==> src/rtl/adc_sample_capture_if.sv <==
// Signal bundle between the serial ADC front end and its surroundings:
// enable control, the 4-wire ADC pins and the captured sample stream.
interface adc_sample_capture_if;
    logic        ENABLE;
    logic        ADC_CONVST;
    logic        ADC_SCK;
    logic        ADC_SDI;
    logic        ADC_SDO;
    logic [11:0] VALUE;
    logic        SAMPLE_TR;
    logic        OVERRUN;

    modport master (
        input  ENABLE, ADC_SDO,
        output ADC_CONVST, ADC_SCK, ADC_SDI, VALUE, SAMPLE_TR, OVERRUN
    );

    modport slave (
        output ENABLE, ADC_SDO,
        input  ADC_CONVST, ADC_SCK, ADC_SDI, VALUE, SAMPLE_TR, OVERRUN
    );
endinterface

==> src/rtl/adc_sample_capture.sv <==
// Serial ADC front end: on each sample tick runs one conversion + 12-bit readout,
// publishes the result on VALUE and strobes SAMPLE_TR one edge later.
module adc_sample_capture #(
    parameter int         CLK_DIV     = 2,
    parameter int         CONV_CYCLES = 80,
    parameter int         SAMPLE_DIV  = 1134,
    parameter logic [2:0] CHANNEL     = 3'd0
) (
    input  logic               CLK,
    input  logic               RESET,
    adc_sample_capture_if.master bus
);
    localparam int TICK_W = $clog2(SAMPLE_DIV + 1);
    localparam int PH_W   = $clog2(CONV_CYCLES + 2 * CLK_DIV + 1);
    localparam int HALF   = SAMPLE_DIV / 2;

    // Config word followed by six zero bits, one bit per SCK period.
    localparam logic [11:0] SDI_WORD = {1'b1, CHANNEL[0], CHANNEL[2], CHANNEL[1],
                                        1'b1, 1'b0, 6'b000000};

    typedef enum logic [2:0] {IDLE, CONV, GAP, SHIFT, DONE} state_t;

    state_t              state;
    logic [TICK_W-1:0]   tick_cnt;
    logic [PH_W-1:0]     ph_cnt;
    logic [3:0]          bit_idx;
    logic [11:0]         shreg;
    logic [11:0]         value;
    logic                convst;
    logic                sck;
    logic                sdi;
    logic                overrun;
    logic                done_p0;
    logic                sample_tr;
    logic [TICK_W-1:0]   tr_cnt;
    logic                tick;

    function automatic logic sdi_bit(input logic [3:0] period);
        return SDI_WORD[4'd11 - period];
    endfunction

    assign tick = bus.ENABLE && (tick_cnt == TICK_W'(SAMPLE_DIV - 1));

    always_ff @(posedge CLK or posedge RESET) begin
        if (RESET) begin
            tick_cnt <= '0;
        end else if (!bus.ENABLE || tick) begin
            tick_cnt <= '0;
        end else begin
            tick_cnt <= tick_cnt + 1'b1;
        end
    end

    always_ff @(posedge CLK or posedge RESET) begin
        if (RESET) begin
            state   <= IDLE;
            ph_cnt  <= '0;
            bit_idx <= '0;
            shreg   <= '0;
            value   <= 12'h800;
            convst  <= 1'b0;
            sck     <= 1'b0;
            sdi     <= 1'b0;
            overrun <= 1'b0;
            done_p0 <= 1'b0;
        end else begin
            done_p0 <= 1'b0;
            // Ticks that land on a busy transaction are dropped, but remembered.
            if (tick && state != IDLE) overrun <= 1'b1;
            case (state)
                IDLE: begin
                    if (tick) begin
                        state  <= CONV;
                        convst <= 1'b1;
                        ph_cnt <= '0;
                    end
                end
                CONV: begin
                    if (ph_cnt == PH_W'(CONV_CYCLES - 1)) begin
                        state  <= GAP;
                        convst <= 1'b0;
                        sdi    <= sdi_bit(4'd0);
                        ph_cnt <= '0;
                    end else begin
                        ph_cnt <= ph_cnt + 1'b1;
                    end
                end
                GAP: begin
                    state   <= SHIFT;
                    ph_cnt  <= '0;
                    bit_idx <= '0;
                end
                SHIFT: begin
                    // SDO is captured on the same edge that raises SCK.
                    if (ph_cnt == PH_W'(CLK_DIV - 1)) begin
                        sck   <= 1'b1;
                        shreg <= {shreg[10:0], bus.ADC_SDO};
                    end
                    if (ph_cnt == PH_W'(2 * CLK_DIV - 1)) begin
                        sck    <= 1'b0;
                        ph_cnt <= '0;
                        if (bit_idx == 4'd11) begin
                            state <= DONE;
                        end else begin
                            bit_idx <= bit_idx + 4'd1;
                            sdi     <= sdi_bit(bit_idx + 4'd1);
                        end
                    end else begin
                        ph_cnt <= ph_cnt + 1'b1;
                    end
                end
                DONE: begin
                    value   <= shreg;
                    done_p0 <= 1'b1;
                    state   <= IDLE;
                end
                default: state <= IDLE;
            endcase
        end
    end

    // Strobe stage: rises one edge after VALUE, lasts half a sample period.
    always_ff @(posedge CLK or posedge RESET) begin
        if (RESET) begin
            sample_tr <= 1'b0;
            tr_cnt    <= '0;
        end else if (done_p0) begin
            sample_tr <= 1'b1;
            tr_cnt    <= TICK_W'(HALF - 1);
        end else if (tr_cnt != '0) begin
            tr_cnt <= tr_cnt - 1'b1;
        end else begin
            sample_tr <= 1'b0;
        end
    end

    assign bus.ADC_CONVST = convst;
    assign bus.ADC_SCK    = sck;
    assign bus.ADC_SDI    = sdi;
    assign bus.VALUE      = value;
    assign bus.SAMPLE_TR  = sample_tr;
    assign bus.OVERRUN    = overrun;
endmodule

==> src/flat_wrapper.sv <==
// flat-port wrapper written by rule: the top's interface ports become plain ports
module adc_sample_capture_flat 
#(
    parameter int         CLK_DIV     = 2,
    parameter int         CONV_CYCLES = 80,
    parameter int         SAMPLE_DIV  = 1134,
    parameter logic [2:0] CHANNEL     = 3'd0
)
  (CLK, RESET, bus_ENABLE, bus_ADC_SDO, bus_ADC_CONVST, bus_ADC_SCK, bus_ADC_SDI, bus_VALUE, bus_SAMPLE_TR, bus_OVERRUN);
  adc_sample_capture_if bus_i ();
  input  logic CLK;
  input  logic RESET;
  input wire logic [$bits(bus_i.ENABLE)-1:0] bus_ENABLE;
  input wire logic [$bits(bus_i.ADC_SDO)-1:0] bus_ADC_SDO;
  output wire logic [$bits(bus_i.ADC_CONVST)-1:0] bus_ADC_CONVST;
  output wire logic [$bits(bus_i.ADC_SCK)-1:0] bus_ADC_SCK;
  output wire logic [$bits(bus_i.ADC_SDI)-1:0] bus_ADC_SDI;
  output wire logic [$bits(bus_i.VALUE)-1:0] bus_VALUE;
  output wire logic [$bits(bus_i.SAMPLE_TR)-1:0] bus_SAMPLE_TR;
  output wire logic [$bits(bus_i.OVERRUN)-1:0] bus_OVERRUN;
  assign bus_i.ENABLE = bus_ENABLE;
  assign bus_i.ADC_SDO = bus_ADC_SDO;
  assign bus_ADC_CONVST = bus_i.ADC_CONVST;
  assign bus_ADC_SCK = bus_i.ADC_SCK;
  assign bus_ADC_SDI = bus_i.ADC_SDI;
  assign bus_VALUE = bus_i.VALUE;
  assign bus_SAMPLE_TR = bus_i.SAMPLE_TR;
  assign bus_OVERRUN = bus_i.OVERRUN;
  adc_sample_capture #(.CLK_DIV(CLK_DIV), .CONV_CYCLES(CONV_CYCLES), .SAMPLE_DIV(SAMPLE_DIV), .CHANNEL(CHANNEL)) u_core (.CLK(CLK), .RESET(RESET), .bus(bus_i));
endmodule
==> config.mk <==
export PLATFORM = sky130hd
export DESIGN_NAME = adc_sample_capture_flat
export DESIGN_NICKNAME = d
export VERILOG_FILES = /design/src/rtl/adc_sample_capture_if.sv /design/src/rtl/adc_sample_capture.sv /design/src/flat_wrapper.sv
export SDC_FILE = /design/constraint.sdc
export NUM_CORES = 1
export LEC_CHECK = 0
export CORE_ASPECT_RATIO = 0.8
export CORE_MARGIN = 10
export CORE_UTILIZATION = 55
export DETAILED_ROUTE_END_ITERATION = 12
export DONT_BUFFER_PORTS = 1
export GPL_ROUTABILITY_DRIVEN = 0
export PLACE_DENSITY = 0.7
export SLEW_MARGIN = 20
export SYNTH_ARGS = -nofsm -noshare
export SYNTH_HDL_FRONTEND = slang
export SYNTH_SLANG_ARGS = --single-unit
==> constraint.sdc <==
create_clock -name CLK -period 2.9 [get_ports CLK]
set_clock_uncertainty 0.2 [all_clocks]
set_input_delay 0.58 -clock CLK [delete_from_list [all_inputs] [get_ports CLK]]
set_output_delay 0.58 -clock CLK [all_outputs]
set_load 0.01 [all_outputs]
==> results.sh <==
export IMPL_status="finished clean"
export IMPL_power_mw=1.73
export IMPL_syn2layout_area_growth_pct=9.74
export IMPL_setup_violations=0
export IMPL_power_density_nw_per_um2=492
export IMPL_rr_worst_depth=6
export IMPL_grt_pass1_vias=1964
export IMPL_netlist_top_cells_count="dfrtp_1 (65), nor2_1 (26), mux2_2 (24)"
export IMPL_startpoint_type="register"
export IMPL_crit_path_end_kind="register"
export IMPL_timing_slew_headroom_pct=56.6
export IMPL_ios=21
export IMPL_setup_tns_ns=0
export IMPL_vias=2158
export IMPL_rows=24
export IMPL_clockPowerShare_pct=44.5
export IMPL_dieWidth_microns=105
export IMPL_netSwitchingPower_mw=0.393
export IMPL_detailed_place_hpwl_microns=4020
export IMPL_critPathKind="register to register"
export IMPL_peakVddDrop_mv=0.391
export IMPL_leakagePower_nw=1.68
export IMPL_power_frac_comb_pct=1.8
export IMPL_numCtsBuffers=9
export IMPL_cp_arrival_ns=2.37
export IMPL_antenna_left=0
export IMPL_synthTopCellsByArea="dfrtp_1 (51%), mux2_2 (8.5%), nor2_1 (3.1%), ha_1 (2.7%), nand2_1 (2.0%)"
export IMPL_drv_cap=0
export IMPL_synth_edf_count=0
export IMPL_tightestPinTransition_ns=0.651
export IMPL_netlist_area_leader_share_pct=50.9
export IMPL_root_buffer="clkbuf_8"
export IMPL_first_pass_iters=4
export IMPL_gr_total_overflow=0
export IMPL_post_synth_inst_count=296
export IMPL_synth_cell_type_count=51
export IMPL_die_y_microns=88.2
export IMPL_clock_sinks=66
export IMPL_grt_max_degree=38
export IMPL_seq_power_share_pct=53.7
export IMPL_async_reset_ff_share_pct=100
export IMPL_portBuffers=0
export IMPL_holdBufCountCts=0
export IMPL_max_freq_mhz=428
export IMPL_clk_latency_ns=0.34
export IMPL_dominantRegCellSynth="dfrtp_1"
export IMPL_rsz0062_at_grt="no"
export IMPL_ys_ff_latch=66
export IMPL_switching_share_pct=22.8
export IMPL_cts_setup_buffers=0
export IMPL_p_int_mw=1.33
export IMPL_fin_nets=312
export IMPL_drt_initial_drc_count=111
export IMPL_clk_pin_slew_worst_paths_ns=0.07
export IMPL_grt_pass1_wl_microns=9960
export IMPL_initial_utilization_pct=57.6
export IMPL_fin_crit_sh_pct=80.6
export IMPL_maxSlewViolCount=0
export IMPL_yosysTopAreaCell="dfrtp_1"
export IMPL_hold_path_class="input port to asynchronous set/reset pin"
export IMPL_fp_dieArea_sq_um=9280
export IMPL_post_synth_top_count_cell="dfrtp_1"
export IMPL_syn_area_per_cell_sq_um=10.8
export IMPL_synth_area_sq_um=3200
export IMPL_worst_path_max_fanout=9
export IMPL_synth_seq_area_share_pct=51.7
export IMPL_track_usage_pct=13.1
export IMPL_viasPerCell=5.62
export IMPL_routedWlPerCell_microns=15.1
export IMPL_drc=0
export IMPL_h_tree_depth=3
export IMPL_cts_tree="built"
export IMPL_final_util_pct=63.2
export IMPL_num_antenna_cells=0
export IMPL_antenna_found_initial=0
export IMPL_min_period_ns=2.34
export IMPL_ctsLongestPathBuffers=2
export IMPL_synth_warnings=0
export IMPL_drive_gt1_share_pct=19.3
export IMPL_ctsResizeCount=0
export IMPL_core_area_sq_um=5560
export IMPL_final_hold_viol_count=0
export IMPL_cp_required_ns=2.93
export IMPL_routed_wirelength_microns=5810
export IMPL_syn_num_nets=307
-- stage by stage --
stage          hold slack [ns]  std cells  instance area [sq um]  worst slack [ns]
2_1_floorplan            0.275        296                   3200             0.467
5_1_grt                 0.0466        384                   3510             0.435
4_1_cts                 0.0190        384                   3510             0.547
3_3_place_gp             0.288        368                   3310             0.647
6_report               0.00497        384                   3510             0.562
3_5_place_dp             0.308        368                   3310             0.569
-- critical path, cell delays in order, from the launching register on --
cell     delay (ns)
dfrtp_1        0.39
inv_1          0.10
ha_1           0.20
or3b_2         0.53
nor4_4         0.46
mux2i_1        0.13
or2_1          0.22
-- state kept, by name, indices dropped and copies added (netlist names) --
name,cells
u_core.tick_cnt,11
u_core.bus.ADC_SDI,1
u_core.bus.VALUE,12
u_core.bus.SAMPLE_TR,1
u_core.done_p0,1
u_core.bus.ADC_SCK,1
u_core.bus.ADC_CONVST,1
u_core.tr_cnt,11
u_core.ph_cnt,7
u_core.bus.OVERRUN,1
u_core.shreg,12
u_core.bit_idx,4
u_core.state,3
-- power groups by stage --
stage	combinational [mW]	sequential (mW)	clock, mW
2_1_floorplan	0.0227	0.944	0
3_3_place_gp	0.0327	0.945	0
3_5_place_dp	0.0330	0.945	0
4_1_cts	0.0329	0.927	0.798
5_1_grt	0.0365	0.928	0.836
6_report	0.0308	0.927	0.767
-- path summary, 6_finish.rpt --
kind,from,end,slack [ns]
setup / recovery,u_core.tr_cnt[0],u_core.tr_cnt[1],0.56
hold / removal,RESET,u_core.tick_cnt[3],0.005
setup reg to reg,u_core.tr_cnt[0],u_core.tr_cnt[1],0.56
hold reg to reg,u_core.shreg[11],u_core.bus.VALUE[11],0.32
max in group asynchronous,RESET,u_core.bus.VALUE[11],1.81
min in group CLK,bus_ADC_SDO,u_core.shreg[0],0.19
-- metal layers --
layer | GRT usage [%] | vias to the layer above | part of all wire [%]
li1 | - | 1067 | -
met1 | 17.4 | 1047 | 49
met2 | 19.2 | 35 | 44
met3 | 5.06 | 9 | 5.4
met4 | 4.48 | 0 | 1.2
met5 | 0 | - | 0
-- cells in the final DEF, fill, tap and decap left out, types with 3 or more instances in the layout --
cell type	count
a31oi_1	5
nor3_1	5
or2_2	5
nand4_1	4
xor2_1	7
nor2_1	26
xnor2_1	6
nand3b_1	3
nor3b_1	6
nand2_1	17
mux2i_1	4
mux2_2	24
buf_4	5
or3_1	6
and4_1	3
and3_1	5
o31ai_1	3
nor4_1	4
a21oi_1	8
clkbuf_8	9
o21ai_0	11
inv_1	9
nand3_1	9
nand2b_1	4
nor2b_1	7
ha_1	7
dfrtp_1	65
-- cell families (layout without fill, tap and decap cells) --
kind of cell               after synthesis  in the layout  share of synthesized area, %
muxes                                   28             28                          9.70
DFF                                     66             66                          51.7
and+or+nand+nor                        117            117                          20.9
buffers and inverters                   22             32                          2.70
adders and majority gates                7              7                          2.74
xor gates and xnor gates                13             13                          3.56
AOI/OAI and AO/OA                       43             43                          8.76
-- final cells by class --
| type | count | area, sq um |
|---|---|---|
| well taps | 78 | 97.6 |
| multi-input cells | 208 | 1460 |
| flip-flops and latches | 66 | 1650 |
| fillers | 454 | 2050 |
| clock inverters | 7 | 76.3 |
| clock buffers | 9 | 124 |
| repair buffers | 6 | 57.6 |
| inverters | 10 | 37.5 |
Note: power is estimated with default switching activity, not from simulation.
